--- src/rtl/l1i_miss_handler.sv ---
// l1i_miss_handler
//   Serves L1 instruction-cache misses, one at a time. A miss is captured in
//   IDLE with its address aligned to the line. The line is requested from the
//   next memory level and assembled from memBeatWidth-wide beats. It is then
//   returned to the cache as a single-cycle update strobe. A miss that arrives
//   while a fill is in flight is dropped, and droppedMiss_o flags it.
//
//   Bit numbering is big-endian throughout: beat k lands in line bits
//   [k*memBeatWidth : (k+1)*memBeatWidth-1], so beat 0 is the most
//   significant part of the line.
//
// Ports
//   clock_i, reset_i            clock (rising edge), synchronous active-high reset
//   cacheMiss_i, missed*_i      miss request and its address/ID/PID/TID
//   busy_o                      a miss is being serviced (state != IDLE)
//   droppedMiss_o               pulse: a miss arrived while busy last cycle
//   memReq_o, memReqAddress_o   line read request, held until memReqAck_i
//   memReqAck_i                 request accepted
//   memDataValid_i, memData_i   returned beats
//   cacheUpdate_o, cacheUpdate*_o  one-cycle line update; payload holds afterwards
module l1i_miss_handler #(
   parameter int fetchingAddressWidth    = 64,
   parameter int cacheLineWith           = 512,
   parameter int offsetWidth             = 6,
   parameter int memBeatWidth            = 64,  // must divide cacheLineWith exactly
   parameter int PidSize                 = 20,
   parameter int TidSize                 = 16,
   parameter int instructionCounterWidth = 64
) (
   input  logic                                clock_i,
   input  logic                                reset_i,
   input  logic                                cacheMiss_i,
   input  logic [0:fetchingAddressWidth-1]     missedAddress_i,
   input  logic [0:instructionCounterWidth-1]  missedInstMajorId_i,
   input  logic [0:PidSize-1]                  missedPid_i,
   input  logic [0:TidSize-1]                  missedTid_i,
   output logic                                busy_o,
   output logic                                droppedMiss_o,
   output logic                                memReq_o,
   output logic [0:fetchingAddressWidth-1]     memReqAddress_o,
   input  logic                                memReqAck_i,
   input  logic                                memDataValid_i,
   input  logic [0:memBeatWidth-1]             memData_i,
   output logic                                cacheUpdate_o,
   output logic [0:fetchingAddressWidth-1]     cacheUpdateAddress_o,
   output logic [0:cacheLineWith-1]            cacheUpdateLine_o,
   output logic [0:PidSize-1]                  cacheUpdatePid_o,
   output logic [0:TidSize-1]                  cacheUpdateTid_o,
   output logic [0:instructionCounterWidth-1]  cacheUpdateInstMajorId_o
);

   localparam int beatsPerLine = cacheLineWith / memBeatWidth;
   localparam int cntWidth     = (beatsPerLine > 1) ? $clog2(beatsPerLine) : 1;

   // Clears the line-offset bits of the captured address.
   localparam logic [0:fetchingAddressWidth-1] offset_mask =
      {{(fetchingAddressWidth-offsetWidth){1'b0}}, {offsetWidth{1'b1}}};

   typedef enum logic [1:0] {IDLE, REQ, FILL, UPDATE} state_t;

   state_t                               state, state_next;
   logic [cntWidth-1:0]                  beat_cnt;
   logic                                 last_beat;
   logic [0:fetchingAddressWidth-1]      addr_q;
   logic [0:PidSize-1]                   pid_q;
   logic [0:TidSize-1]                   tid_q;
   logic [0:instructionCounterWidth-1]   id_q;
   logic [0:cacheLineWith-1]             line_q;
   logic                                 dropped_q;

   assign last_beat = (beat_cnt == cntWidth'(beatsPerLine - 1));

   always_comb begin
      state_next    = state;
      busy_o        = (state != IDLE);
      memReq_o      = 1'b0;
      cacheUpdate_o = 1'b0;
      case (state)
         IDLE:   if (cacheMiss_i) state_next = REQ;
         REQ: begin
            memReq_o = 1'b1;
            if (memReqAck_i) state_next = FILL;
         end
         FILL:   if (memDataValid_i && last_beat) state_next = UPDATE;
         UPDATE: begin
            cacheUpdate_o = 1'b1;
            state_next    = IDLE;
         end
         default: state_next = IDLE;
      endcase
   end

   always_ff @(posedge clock_i) begin
      if (reset_i) begin
         state     <= IDLE;
         beat_cnt  <= '0;
         addr_q    <= '0;
         pid_q     <= '0;
         tid_q     <= '0;
         id_q      <= '0;
         line_q    <= '0;
         dropped_q <= 1'b0;
      end else begin
         state     <= state_next;
         dropped_q <= cacheMiss_i && (state != IDLE);
         case (state)
            IDLE: if (cacheMiss_i) begin
               addr_q <= missedAddress_i & ~offset_mask;
               pid_q  <= missedPid_i;
               tid_q  <= missedTid_i;
               id_q   <= missedInstMajorId_i;
            end
            REQ: if (memReqAck_i) beat_cnt <= '0;
            FILL: if (memDataValid_i) begin
               for (int k = 0; k < beatsPerLine; k++)
                  if (beat_cnt == cntWidth'(k))
                     line_q[k*memBeatWidth +: memBeatWidth] <= memData_i;
               // The last beat leaves FILL, so the counter restarts at 0
               // rather than wrapping into a live slot.
               beat_cnt <= last_beat ? '0 : beat_cnt + cntWidth'(1);
            end
            default: ;
         endcase
      end
   end

   // Update payload is the captured miss context; it stays valid after the
   // strobe until the next accepted miss overwrites it.
   assign droppedMiss_o            = dropped_q;
   assign memReqAddress_o          = addr_q;
   assign cacheUpdateAddress_o     = addr_q;
   assign cacheUpdateLine_o        = line_q;
   assign cacheUpdatePid_o         = pid_q;
   assign cacheUpdateTid_o         = tid_q;
   assign cacheUpdateInstMajorId_o = id_q;

endmodule

--- config.mk ---
export PLATFORM = sky130hd
export DESIGN_NAME = l1i_miss_handler
export DESIGN_NICKNAME = d
export VERILOG_FILES = /design/src/rtl/l1i_miss_handler.sv
export SDC_FILE = /design/constraint.sdc
export NUM_CORES = 1
export LEC_CHECK = 0
export ABC_AREA = 1
export CAP_MARGIN = 20
export CORE_AREA = 3 3 374 376
export DETAILED_ROUTE_END_ITERATION = 6
export DIE_AREA = 0 0 377 379
export PLACE_DENSITY_LB_ADDON = 0.15
export SLEW_MARGIN = 20
export SYNTH_ARGS = -nofsm -noshare
export SYNTH_HDL_FRONTEND = slang
export SYNTH_SLANG_ARGS = --single-unit
--- constraint.sdc ---
create_clock -name clock_i -period 1.8 [get_ports clock_i]
set_input_delay 0.18 -clock clock_i [delete_from_list [all_inputs] [get_ports clock_i]]
set_output_delay 0.18 -clock clock_i [all_outputs]
set_load 0.02 [all_outputs]
==> results.cfg, run 1 <==
[final_layout]
layout_common_cells = 1086 x nor2_1, 727 x dlygate4sd2_1, 669 x dfxtp_1, 336 x o21ai_0, 320 x o21ai_1
fin_nets = 4320
fillCellCount = 14900
areaGrowthSynthToFinish_pct = 64.3
final_layout_size_suffix_gt1_frac = 0.108
fin_area_um2 = 39800
fin_cells = 5948
layout_commonest_cell = nor2_1

[die]
die_area_um2 = 143000
ios = 977
start_util = 0.177
die_w_um = 377
core_um2 = 137000
rows = 136
die_h_um = 379

[route]
drt_iter0_drc = 1369
routed_wl_um = 138000
vias = 23700
via_per_inst = 3.99
drt.antenna.violating_nets = 0
post_drt_wl_per_cell_um = 23.2
first_pass_iters = 4
drc = 0

[worst_setup_path]
worstReg2RegEnd = cacheUpdateLine_o[17]$_SDFFE_PP0P_
crit_chain = inv_2 -> ha_4 -> clkinvlp_4 -> buf_6
critPathMaxStageDelay_ns = 0.34
path_max_fanout = 4
critPathCaptureType = output port
r2r_slack_ns = 0.06
startpoint_type = flop
required_ns = 1.62
criticalPathCategory = reg -> out
critical_path.slowest_cell = dfxtp_2
rr_worst_depth = 10
regToRegStartpoint = state[0]$_SDFFE_PP0P_
arrival_ns = 1.59

[grt]
grtUsageMet3 = 0.0560
grt_overflow = 0
busiest_layer = met2
grt_antenna_before_repair = 15
gr-usage-met1 = 0.220
grt_first_pass_wirelength_um = 180000
grt_max_degree = 75
first_global_vias = 22700
grt_usage = 0.177
use_met2 = 0.288

[cts]
clk_latency_ns = 0.68
root_buffer = clkbuf_16
clkSlewWorstSetupHoldPaths_ns = 0.06
htree_levels = 3
cts.sinks = 676
cts_buffers = 87
cts_tree = built
cts_max_path_buffers = 3
cts_hold_buf = 0

[pwr]
internal-power_uw = 31700
p_sw_frac = 0.333
pwr-share-seq = 0.372
leakage_uw = 0.0187
power_density_nw_per_um2 = 1190
p_comb_frac = 0.252
clkPwrFrac = 0.376
irDropWorstVdd_v = 0.000640
switching_power_uw = 15800

[sta]
slew_viol_final = 0
post-route-period-util = 0.982
slew_headroom = 0.582
finalSetupViolations = 0
hold_ws_ns = 0.124
finalHoldViolCount = 0
rsz0062_at_grt = yes
max_freq_ghz = 0.566
worst-slew-pin-transition_ns = 0.626
clock_skew_ns = 0.0280
period_needed_ns = 1.77

[placed_design]
dp.final_hpwl_um = 96300
gp_congestion = 0.829
placed_cells = 5740
dpl_cell_area_um2 = 36700
portBuffers = 958

[synthesis]
synth-seq-area-share = 0.559
syn_inst = 3057
ys_ff_latch = 676
syn_area_um2 = 24200
syn_area_per_cell_um2 = 7.92
yosys_warnings = 0
synth_cell_type_count = 22

[worst_hold_path]
hold_class = in -> reg
hold-path-cell-count = 3
worstHoldEndpoint = cacheUpdateInstMajorId_o[39]$_SDFFE_PP0P_
min_from = missedInstMajorId_i[39]

[run_status]
status = completed

[job]
maxCapViolations = 0
## critical path, delay by kind of cell (launching register included)
kind / cells / cell delay [ns]
buffers and inverters: 3 / 0.40
flip-flops: 1 / 0.34
adder cells (fa/ha/maj): 1 / 0.17
## final cells by class
type | instances | area (µm²) | area share
flip-flops and latches | 676 | 13500 | 0.340
repair buffers | 1206 | 11800 | 0.296
multi-input cells | 1953 | 8680 | 0.218
clock buffers | 136 | 2610 | 0.0656
well taps | 1794 | 2240 | 0.0564
inverters | 153 | 617 | 0.0155
clock inverters | 26 | 299 | 0.00751
diodes | 4 | 10.0 | 0.000251
## timing repair
| item | 4_1_cts | 5_1_grt |
|---|---|---|
| setup endpoints to repair | 759 | 330 |
| pin swaps | 3 | 9 |
| cloned | 6 | 18 |
| gates resized for setup | 785 | 87 |
| setup buffers | 10 | 12 |
## registers in the layout (all words and copies together), names as in the netlist
name                      flops
cacheUpdateAddress_o         58
beat_cnt                      3
cacheUpdateTid_o             16
cacheUpdatePid_o             20
cacheUpdateLine_o           512
cacheUpdateInstMajorId_o     64
state                         2
droppedMiss_o                 1
## cell usage after synthesis, drive strengths merged
master	n	area [µm²]
nand3	7	35.0
nor2	1095	4130
clkbuf	95	358
buf	191	1320
a21oi	131	656
inv	153	574
ha	10	125
conb	1	3.75
nand4	1	6.26
o21ai	671	3360
dfxtp	676	13500
nand2	25	111
nor3	1	5.00
## power by group through the flow
stage          registers, µW  clock network, µW  logic, µW
2_1_floorplan          19700                  0       4230
4_1_cts                17700              18500      11800
5_1_grt                17900              19100      12900
3_3_place_gp           18000                  0      12900
3_5_place_dp           18000                  0      12900
6_report               17700              17900      12000
## stage by stage
stage	setup TNS, ns	power, µW	utilization	setup WS [ns]
6_report	0	47500	0.290	0.0331
5_1_grt	-0.263	49800	0.290	-0.0759
4_1_cts	-0.461	48000	0.285	-0.0928
3_5_place_dp	-47.92	30900	0.268	-0.222
3_3_place_gp	-49.07	30900	0.268	-0.216
2_1_floorplan	0	23900	-	0.312
## logic make-up after synthesis
kind of cell | count (synthesis) | synth area share
adder cells (fa/ha/maj) | 10 | 0.00517
AND/OR/NAND/NOR | 1129 | 0.177
AO/OA/AOI/OAI | 802 | 0.166
other | 1 | 0.000155
flip-flops | 676 | 0.559
buffers and inverters | 439 | 0.0931
## per-layer routing
metal,vias up,part of all wire
li1,11800,-
met5,-,0.000087
met4,2,0.031
met2,657,0.46
met1,11100,0.44
met3,171,0.069
## worst max path at each step
stage | end | startpoint | slack (ns)
2_1_floorplan | cacheUpdateLine_o[469]$_SDFFE_PP0P_ | beat_cnt[0]$_SDFFE_PP0P_ | 0.31
3_3_place_gp | cacheUpdateLine_o[320]$_SDFFE_PP0P_ | memDataValid_i | -0.22
3_5_place_dp | cacheUpdateLine_o[320]$_SDFFE_PP0P_ | memDataValid_i | -0.22
4_1_cts | cacheUpdate_o | state[0]$_SDFFE_PP0P_ | -0.09
5_1_grt | busy_o | state[1]$_SDFFE_PP0P_ | -0.08
6_report | busy_o | state[1]$_SDFFE_PP0P_ | 0.03
Power figures use the tool's default switching activity.
==> inputs of run 2 (changes only) <==
CORE_AREA = 2 2 384 386   (was 3 3 374 376)
CTS_BUF_LIST = sky130_fd_sc_hd__clkbuf_4   (was not set)
DIE_AREA = 0 0 386 388   (was 0 0 377 379)
==> run 2 against run 1 <==
  * The flow now finishes with violations (negative setup slack)
  * Worst setup slack got worse by 0.63 ns
  * Die area increased by 4.8%
  * Sequential share of layout area down 1.6 points
  * Clock skew rose by 0.028 ns
  * Via count up 8.6%
  * Combinational power up 18%
  * Flip-flop and latch count is the same
  * Count of clock-buffer cells in the layout is 153 higher
==> results.cfg, run 2 (synthesis results as in run 1) <==
[placed_design]
placed_cells = 5855
dp.final_hpwl_um = 101000
dpl_cell_area_um2 = 36700
portBuffers = 958
gp_congestion = 0.853
pre_cts_slack_ns = -0.178

[worst_setup_path]
critPathCaptureType = output port
path_max_fanout = 3
critPathMaxStageDelay_ns = 0.37
required_ns = 1.62
arrival_ns = 2.21
crit_chain = inv_4 -> ha_4 -> buf_6 -> clkinvlp_4 -> buf_12
startpoint_type = flop
cp_num_buf_inv = 4
critical_path.slowest_cell = dfxtp_4
crit_family = buffers and inverters
criticalPathCategory = reg -> out

[cts]
cts_tree = built
htree_levels = 4
cts.sinks = 676
cts_buffers = 202
cts_max_path_buffers = 3
root_buffer = clkbuf_4
clk_latency_ns = 1.17
clkSlewWorstSetupHoldPaths_ns = 0.07

[grt]
gr-usage-met1 = 0.224
first_global_vias = 25200
busiest_layer = met2
use_met2 = 0.291
grtUsageMet3 = 0.0549
grt_first_pass_wirelength_um = 192000
grt_max_degree = 65
grt_usage = 0.179
grt_antenna_before_repair = 20
grt_overflow = 0

[final_layout]
layout_common_cells = 1089 x nor2_1, 744 x buf_6, 623 x dfxtp_2, 356 x o21ai_0, 304 x o21ai_1
fillCellCount = 15700
final_layout_size_suffix_gt1_frac = 0.445
regArea_um2 = 14500
areaGrowthSynthToFinish_pct = 84.4
fin_nets = 4698
multi_input_area_um2 = 8650
largest_reg_flops = 512
fin_cells = 6520
fin_area_um2 = 44700
layout_commonest_cell = nor2_1

[pwr]
leakage_uw = 0.0189
power_density_nw_per_um2 = 1070
power.total_uw = 47800
irDropWorstVdd_v = 0.000554

[sta]
setup_ws_ns = -0.593
clock_skew_ns = 0.0560
post-route-period-util = 1.33
slew_headroom = 0.585
setup-tns-final_ns = -2.94
period_needed_ns = 2.39
slew_viol_final = 0
rsz0062_at_grt = yes
max_freq_ghz = 0.418
worst-slew-pin-transition_ns = 0.621
finalHoldViolCount = 0
finalSetupViolations = 110

[route]
routed_wl_um = 146000
vias = 25800
post_drt_wl_per_cell_um = 22.4
via_per_inst = 3.95
first_pass_iters = 5
drt_iter0_drc = 1354
drc = 0
drt.antenna.violating_nets = 0

[die]
rows = 140
core_um2 = 145000
die_h_um = 388
ios = 977
die_w_um = 386
die_area_um2 = 150000
start_util = 0.167

[job]
maxCapViolations = 0

[run_status]
status = finished, violations left
violations = negative setup slack

[worst_hold_path]
hold_class = in -> reg
## run 2: per-layer routing
layer | up-vias | routed length, µm
met5 | - | 0
met4 | 0 | 3980
met1 | 12100 | 64000
met2 | 760 | 68200
met3 | 201 | 9880
li1 | 12700 | -
## run 2: where the power goes
| part | total [µW] | switching, µW | internal, µW |
|---|---|---|---|
| clock | 15100 | 7200 | 7850 |
| combinational | 14200 | 7700 | 6530 |
| sequential | 18500 | 1530 | 17000 |
| total | 47800 | 16400 | 31400 |
## run 2: timing repair
item,CTS,global route
pin swaps,2,6
resized for setup,5388,115
endpoints found under the hold margin,674,0
setup endpoints to repair,738,1097
hold buffers,227,0
buffers inserted,26,40
gates cloned,0,20
## run 2: stage by stage
step | hold WS [ns] | util
final | 0.234 | 0.308
after global routing | 0.0685 | 0.307
after CTS | 0.00564 | 0.299
after detailed placement | 0.433 | 0.253
after global placement | 0.430 | 0.253
after floorplan | 0.257 | -
## run 2: cell type report
cell class,count,share of cell area
diodes,18,0.00101
well taps,1917,0.0537
clock buffers,289,0.0486
inverters,153,0.0142
flip-flops and latches,676,0.325
multi-input cells,1953,0.194
repair buffers,1469,0.357
clock inverters,45,0.00689
## run 2: path summary, 6_finish.rpt
| kind | start | endpoint | slack (ns) | cells after the start |
|---|---|---|---|---|
| worst min-delay path | missedInstMajorId_i[13] | cacheUpdateInstMajorId_o[13]$_SDFFE_PP0P_ | 0.23 | 4 |
| worst min register to register | cacheUpdateLine_o[508]$_SDFFE_PP0P_ | cacheUpdateLine_o[508]$_SDFFE_PP0P_ | 0.45 | 2 |
| worst max register to register | state[1]$_SDFFE_PP0P_ | cacheUpdatePid_o[2]$_SDFFE_PP0P_ | 0.09 | 9 |
| worst max-delay path | state[1]$_SDFFE_PP0P_ | busy_o | -0.59 | 5 |
## run 2: worst min-delay path, stage by stage
cell	delay, ns
dlygate4sd3_1	0.54
clkdlybuf4s50_1	0.42
o21ai_1	0.13
nor2_1	0.05
